==> src/rtl/countdown_timer_if.sv <==
// rtl/countdown_timer_if.sv - button, counter-status and preset/status bundle for countdown_timer_ctrl
interface countdown_timer_if;
    logic       pb_start_stop;
    logic       pb_reset;
    logic       pb_sel;
    logic       pb_inc;
    logic       cnt_zero;
    logic       cnt_en;
    logic       cnt_load;
    logic [3:0] init_2;
    logic [3:0] init_1;
    logic [3:0] init_0;
    logic [1:0] sel;
    logic [1:0] state;
    logic       alarm;

    modport master (
        output pb_start_stop, pb_reset, pb_sel, pb_inc, cnt_zero,
        input  cnt_en, cnt_load, init_2, init_1, init_0, sel, state, alarm
    );

    modport slave (
        input  pb_start_stop, pb_reset, pb_sel, pb_inc, cnt_zero,
        output cnt_en, cnt_load, init_2, init_1, init_0, sel, state, alarm
    );
endinterface

==> src/rtl/countdown_timer_ctrl.sv <==
// rtl/countdown_timer_ctrl.sv - SET/RUN/PAUSE/DONE sequencer, preset registers and tick prescaler for the BCD down counter
// Optional ALARM_BLINK_EN: alarm blinks in DONE with period 2*TICK_DIV instead of holding steady.
module countdown_timer_ctrl #(
    parameter int TICK_DIV = 100000000,
    parameter int CNT_W    = 27
) (
    input  logic                clk,
    input  logic                rst_n,
    countdown_timer_if.slave    bus
);
    localparam logic [1:0] ST_SET   = 2'b00;
    localparam logic [1:0] ST_RUN   = 2'b01;
    localparam logic [1:0] ST_PAUSE = 2'b10;
    localparam logic [1:0] ST_DONE  = 2'b11;

    localparam logic [CNT_W-1:0] PRESC_LAST = CNT_W'(TICK_DIV - 1);

    logic [1:0]       state_q, state_d;
    logic [CNT_W-1:0] presc_q, presc_d;
    logic [3:0]       init_2_q, init_2_d;
    logic [3:0]       init_1_q, init_1_d;
    logic [3:0]       init_0_q, init_0_d;
    logic [1:0]       sel_q, sel_d;
    logic             cnt_en_q, cnt_en_d;
    logic             cnt_load_q, cnt_load_d;
    logic             alarm_q, alarm_d;
    logic             preset_zero;
    logic             presc_wrap;
    logic [CNT_W-1:0] presc_next;

    always_comb begin
        preset_zero = (init_2_q == 4'd0) && (init_1_q == 4'd0) && (init_0_q == 4'd0);
        presc_wrap  = (presc_q == PRESC_LAST);
        presc_next  = presc_wrap ? '0 : presc_q + CNT_W'(1);

        // Priority: pb_reset > cnt_zero > pb_start_stop
        state_d = state_q;
        case (state_q)
            ST_SET: begin
                if (bus.pb_start_stop && !bus.pb_reset && !preset_zero) state_d = ST_RUN;
            end
            ST_RUN: begin
                if (bus.pb_reset)           state_d = ST_SET;
                else if (bus.cnt_zero)      state_d = ST_DONE;
                else if (bus.pb_start_stop) state_d = ST_PAUSE;
            end
            ST_PAUSE: begin
                if (bus.pb_reset)           state_d = ST_SET;
                else if (bus.pb_start_stop) state_d = ST_RUN;
            end
            default: begin
                if (bus.pb_reset || bus.pb_start_stop) state_d = ST_SET;
            end
        endcase

        // Prescaler only advances on cycles that stay in RUN, so the exit cycle does not count
        presc_d = presc_q;
        if (state_d == ST_SET) begin
            presc_d = '0;
        end else if (state_q == ST_RUN && state_d == ST_RUN) begin
            presc_d = presc_next;
        end else if (state_d == ST_DONE) begin
`ifdef ALARM_BLINK_EN
            presc_d = (state_q == ST_DONE) ? presc_next : '0;
`else
            presc_d = '0;
`endif
        end

        cnt_en_d   = (state_q == ST_RUN) && (state_d == ST_RUN) && presc_wrap;
        cnt_load_d = (state_d == ST_SET);

`ifdef ALARM_BLINK_EN
        if (state_d != ST_DONE)      alarm_d = 1'b0;
        else if (state_q != ST_DONE) alarm_d = 1'b1;
        else if (presc_wrap)         alarm_d = ~alarm_q;
        else                         alarm_d = alarm_q;
`else
        alarm_d = (state_d == ST_DONE);
`endif

        init_2_d = init_2_q;
        init_1_d = init_1_q;
        init_0_d = init_0_q;
        sel_d    = sel_q;
        if (state_q == ST_SET) begin
            // Increment uses the old sel even when pb_sel arrives in the same cycle
            if (bus.pb_inc) begin
                case (sel_q)
                    2'd0:    init_0_d = (init_0_q == 4'd9) ? 4'd0 : init_0_q + 4'd1;
                    2'd1:    init_1_d = (init_1_q == 4'd5) ? 4'd0 : init_1_q + 4'd1;
                    default: init_2_d = (init_2_q == 4'd9) ? 4'd0 : init_2_q + 4'd1;
                endcase
            end
            if (bus.pb_sel) sel_d = (sel_q == 2'd2) ? 2'd0 : sel_q + 2'd1;
        end
    end

    always_ff @(posedge clk) begin
        if (!rst_n) begin
            state_q    <= ST_SET;
            presc_q    <= '0;
            init_2_q   <= 4'd1;
            init_1_q   <= 4'd0;
            init_0_q   <= 4'd0;
            sel_q      <= 2'd0;
            cnt_en_q   <= 1'b0;
            cnt_load_q <= 1'b1;
            alarm_q    <= 1'b0;
        end else begin
            state_q    <= state_d;
            presc_q    <= presc_d;
            init_2_q   <= init_2_d;
            init_1_q   <= init_1_d;
            init_0_q   <= init_0_d;
            sel_q      <= sel_d;
            cnt_en_q   <= cnt_en_d;
            cnt_load_q <= cnt_load_d;
            alarm_q    <= alarm_d;
        end
    end

    assign bus.cnt_en   = cnt_en_q;
    assign bus.cnt_load = cnt_load_q;
    assign bus.init_2   = init_2_q;
    assign bus.init_1   = init_1_q;
    assign bus.init_0   = init_0_q;
    assign bus.sel      = sel_q;
    assign bus.state    = state_q;
    assign bus.alarm    = alarm_q;
endmodule

==> src/flat_wrapper.sv <==
// flat-port wrapper written by rule: the top's interface ports become plain ports
module countdown_timer_ctrl_flat 
#(
    parameter int TICK_DIV = 100000000,
    parameter int CNT_W    = 27
)
  (clk, rst_n, bus_pb_start_stop, bus_pb_reset, bus_pb_sel, bus_pb_inc, bus_cnt_zero, bus_cnt_en, bus_cnt_load, bus_init_2, bus_init_1, bus_init_0, bus_sel, bus_state, bus_alarm);
  countdown_timer_if bus_i ();
  input  logic clk;
  input  logic rst_n;
  input wire logic [$bits(bus_i.pb_start_stop)-1:0] bus_pb_start_stop;
  input wire logic [$bits(bus_i.pb_reset)-1:0] bus_pb_reset;
  input wire logic [$bits(bus_i.pb_sel)-1:0] bus_pb_sel;
  input wire logic [$bits(bus_i.pb_inc)-1:0] bus_pb_inc;
  input wire logic [$bits(bus_i.cnt_zero)-1:0] bus_cnt_zero;
  output wire logic [$bits(bus_i.cnt_en)-1:0] bus_cnt_en;
  output wire logic [$bits(bus_i.cnt_load)-1:0] bus_cnt_load;
  output wire logic [$bits(bus_i.init_2)-1:0] bus_init_2;
  output wire logic [$bits(bus_i.init_1)-1:0] bus_init_1;
  output wire logic [$bits(bus_i.init_0)-1:0] bus_init_0;
  output wire logic [$bits(bus_i.sel)-1:0] bus_sel;
  output wire logic [$bits(bus_i.state)-1:0] bus_state;
  output wire logic [$bits(bus_i.alarm)-1:0] bus_alarm;
  assign bus_i.pb_start_stop = bus_pb_start_stop;
  assign bus_i.pb_reset = bus_pb_reset;
  assign bus_i.pb_sel = bus_pb_sel;
  assign bus_i.pb_inc = bus_pb_inc;
  assign bus_i.cnt_zero = bus_cnt_zero;
  assign bus_cnt_en = bus_i.cnt_en;
  assign bus_cnt_load = bus_i.cnt_load;
  assign bus_init_2 = bus_i.init_2;
  assign bus_init_1 = bus_i.init_1;
  assign bus_init_0 = bus_i.init_0;
  assign bus_sel = bus_i.sel;
  assign bus_state = bus_i.state;
  assign bus_alarm = bus_i.alarm;
  countdown_timer_ctrl #(.TICK_DIV(TICK_DIV), .CNT_W(CNT_W)) u_core (.clk(clk), .rst_n(rst_n), .bus(bus_i));
endmodule
==> config.mk <==
export PLATFORM = sky130hd
export DESIGN_NAME = countdown_timer_ctrl_flat
export DESIGN_NICKNAME = d
export VERILOG_FILES = /design/src/rtl/countdown_timer_if.sv /design/src/rtl/countdown_timer_ctrl.sv /design/src/flat_wrapper.sv
export SDC_FILE = /design/constraint.sdc
export NUM_CORES = 1
export LEC_CHECK = 0
export CAP_MARGIN = 20
export CORE_AREA = 2 2 87 89
export DETAILED_ROUTE_END_ITERATION = 8
export DIE_AREA = 0 0 89 91
export PLACE_DENSITY = 0.62
export REMOVE_ABC_BUFFERS = 1
export SETUP_SLACK_MARGIN = 0.5
export SYNTH_ARGS = -nofsm -noshare
export SYNTH_HDL_FRONTEND = slang
export SYNTH_SLANG_ARGS = --single-unit
==> constraint.sdc <==
create_clock -name clk -period 4.2 [get_ports clk]
set_input_delay 0.63 -clock clk [delete_from_list [all_inputs] [get_ports clk]]
set_output_delay 0.63 -clock clk [all_outputs]
set_load 0.02 [all_outputs]
==> results.ini <==
[final_layout]
area_growth_pct = 16.91
final_util_pct = 39.76
final_nets = 315
layout-drive-gt1-share_pct = 4.545
n_antenna_cell = 0
fillers = 758
stdcell_area_um2 = 2838

[synthesis]
syn_avg_cell_area_um2 = 8.399
yosysWarnings = 0
synth_area_um2 = 2427
yosysUniqueCellTypes = 45
synth_seq_cells = 46
seq_area_frac_synth_pct = 37.94
syn_inst = 289

[setup_path]
reg2reg_to = u_core.presc_q[13]$_SDFFE_PP0P_
cp_max_fo = 27
critPathArrivalTime_ns = 2.90
r2r_start = u_core.bus.state[1]$_SDFF_PN0_
crit_type = input port to flop
required_ns = 4.40
startpoint_type = input port
cp-end-kind = flop
reg2reg_depth = 6
crit_start = rst_n
rrSetupSlack_ns = 1.92

[clock_network]
clock_latency_ns = 0.31
cts.sinks = 46
cts_resized = 0
cts_buffer_depth = 2
cts_hold_buf = 0
cts_setup_buffers = 0
cts_root_buf = clkbuf_8
htreeDepth = 2
cts_tree = built
path_clk_slew_ns = 0.10
numCtsBuffers = 5

[floorplan]
die_w_um = 89
coreArea_um2 = 7137
rows = 31
io_pins = 26
die_area_um2 = 8099
die_h_um = 91
initial_core_util_pct = 34.01

[sta]
worst_pin_slew_ns = 0.7738
setup_viol = 0
rsz0062_at_grt = no
fin_crit_ns = 2.699
fin_crit_sh_pct = 64.25
clock.fmax_ghz = 0.3705
hold-worst-slack_ns = 0.4915
slew_viol_final = 0
hold_viol = 0
setup-tns-final_ns = 0
relSlewSlack_pct = 48.10
finClkSkew_ns = 0.01502

[power_and_ir_drop]
powerDensity_nw_per_um2 = 302.7
p_switching_uw = 208.5
pwr-share-clk_pct = 39.7
swShare_pct = 24.27
p_comb_share_pct = 7.7
p_leak_nw = 0.8271
seq_power_share_pct = 52.6
ir_worst_vdd_uv = 114.6
p_int_uw = 650.5

[drt]
wl_met1_um = 2779
route.vias.total = 2207
drt-total-wl_um = 5691
postRouteAntennaNets = 0
drc = 0
drt-initial-drc-count = 143
wl_met2_um = 2649
viasPerCell = 5.423
wl_met3_um = 171
dr.pass1.iters = 4
avgRoutedWirePerCell_um = 13.98
routed.top_layer = met4

[grt]
grt_max_degree = 48
grt_pass1_vias = 2046
grt-ovfl-total = 0
antenna_found_initial = 0
grt_usage_pct = 14.95
grt_pass1_wl_um = 9873

[placement]
placedInstanceArea_um2 = 2725
gp_congestion = 0.7963
dp_hpwl_um = 3805
portBuffers = 25

[run]
maxCapViolations = 0

[worst_hold_path]
hold_end = u_core.presc_q[23]$_SDFFE_PP0P_
hold_depth = 1
hold_path_class = flop to flop
hold_start = u_core.presc_q[23]$_SDFFE_PP0P_

[status]
status = completed

critical path: stages:
cell and delay (ns):
clkdlybuf4s50_1 0.75, nand2b_1 0.20, a21oi_1 0.22, clkinv_1 0.65, a311oi_1 0.44
per-layer routing:
layer,vias up,GRT usage [%]
met3,7,2.727
met5,-,0
met4,0,4.851
met1,1034,21.02
li1,1134,-
met2,32,22.95
Yosys cell counts:
cell type	count	share of area (%)
ha_1	1	0.52
buf_2	1	0.21
o21ai_1	3	0.62
xor2_1	1	0.36
inv_1	4	0.62
or3b_1	1	0.36
nor4_1	2	0.52
a22oi_1	1	0.31
dfxtp_1	46	38
clkbuf_1	8	1.2
clkbuf_2	1	0.21
nor3b_1	6	1.9
and3_1	9	2.3
xnor2_1	4	1.4
nand4_1	7	1.8
a311oi_1	20	7.2
and2_1	7	1.8
o311a_1	1	0.41
o31ai_1	2	0.62
a31o_2	1	0.36
or2_1	1	0.26
nand2b_1	8	2.1
or3_1	1	0.26
a31oi_1	5	1.3
and2_0	1	0.26
mux2i_1	1	0.41
nor4b_4	1	0.98
a41oi_1	9	3.2
o21ai_0	11	2.3
nand3_1	19	3.9
a21oi_1	20	4.1
or4_4	1	0.46
a21boi_0	5	1.5
nand2_1	31	4.8
nor2_1	13	2.0
buf_6	5	2.3
a211oi_1	2	0.62
nor4b_1	4	1.4
buf_1	1	0.15
and4_1	6	2.2
a31oi_2	1	0.52
nor3_1	6	1.2
o41a_1	1	0.46
nor2b_1	9	2.3
clkinv_1	1	0.15
stage by stage:
step,setup slack [ns],cells,total power [mW]
2_1_floorplan,1.305,273,0.4974
3_3_place_gp,1.230,399,0.5269
3_5_place_dp,1.135,399,0.5280
4_1_cts,1.444,407,0.8716
5_1_grt,1.171,407,0.8952
6_report,1.501,407,0.8589
flip-flops by register name, indices dropped and copies added, names as in the netlist:
register             count
u_core.bus.init_2        4
u_core.bus.init_0        4
u_core.bus.alarm         1
u_core.bus.state         2
u_core.bus.init_1        4
u_core.bus.sel           2
u_core.presc_q          27
u_core.bus.cnt_en        1
u_core.bus.cnt_load      1
layout by cell type (no fill, tap or decap), types with 2 or more instances in the layout:
master | synthesis | routed
xnor2_1 | 4 | 4
nor3_1 | 6 | 6
dfxtp_1 | 46 | 46
inv_1 | 4 | 4
and3_1 | 9 | 9
nand4_1 | 7 | 7
nand3_1 | 19 | 19
buf_4 | 0 | 2
nor2_1 | 13 | 13
a211oi_1 | 2 | 2
a21boi_0 | 5 | 5
nand2_1 | 31 | 31
nor3b_1 | 6 | 6
nand2b_1 | 8 | 8
nor2b_1 | 9 | 9
o21ai_1 | 3 | 3
a311oi_1 | 20 | 20
o31ai_1 | 2 | 2
and2_1 | 7 | 7
a41oi_1 | 9 | 9
nor4b_1 | 4 | 4
a21oi_1 | 20 | 20
clkbuf_8 | 0 | 5
clkdlybuf4s50_1 | 0 | 25
a31oi_1 | 5 | 5
nor4_1 | 2 | 2
and4_1 | 6 | 6
o21ai_0 | 11 | 11
power groups by stage:
stage | Sequential (mW) | Combinational [mW] | Clock, mW
2_1_floorplan | 0.468 | 0.0295 | 0
3_3_place_gp | 0.462 | 0.0650 | 0
3_5_place_dp | 0.462 | 0.0661 | 0
4_1_cts | 0.452 | 0.0666 | 0.353
5_1_grt | 0.454 | 0.0728 | 0.369
6_report | 0.452 | 0.0659 | 0.341
cell type report:
cell class,count,area (µm²),area share (%)
flip-flops and latches,46,920.9,32.45
repair buffers,27,265.3,9.347
multi-input cells,222,1396,49.21
clock buffers,5,68.82,2.425
inverters,5,18.77,0.6614
clock inverters,3,43.79,1.543
well taps,99,123.9,4.365
cell families (layout without fill, tap and decap cells):
logic type               after synthesis  count (layout)  share of synthesized area (%)
AND/OR/NAND/NOR                      133             133                          30.82
XOR/XNOR                               5               5                          1.804
adder cells (fa/ha/maj)                1               1                         0.5154
flip-flops                            46              46                          37.94
buffers and inverters                 21              40                          4.896
multiplexers                           1               1                         0.4124
AO/OA/AOI/OAI                         82              82                          23.61
worst max path at each step:
stage	end	cells past startpoint	slack (ns)
global placement	u_core.presc_q[17]$_SDFFE_PP0P_	5	1.23
CTS	u_core.presc_q[13]$_SDFFE_PP0P_	5	1.44
finish	u_core.presc_q[13]$_SDFFE_PP0P_	5	1.50
global route	u_core.presc_q[3]$_SDFFE_PP0P_	5	1.17
floorplan	u_core.presc_q[13]$_SDFFE_PP0P_	5	1.30
detailed placement	u_core.presc_q[18]$_SDFFE_PP0P_	5	1.14
(Power assumes the default switching activity.)
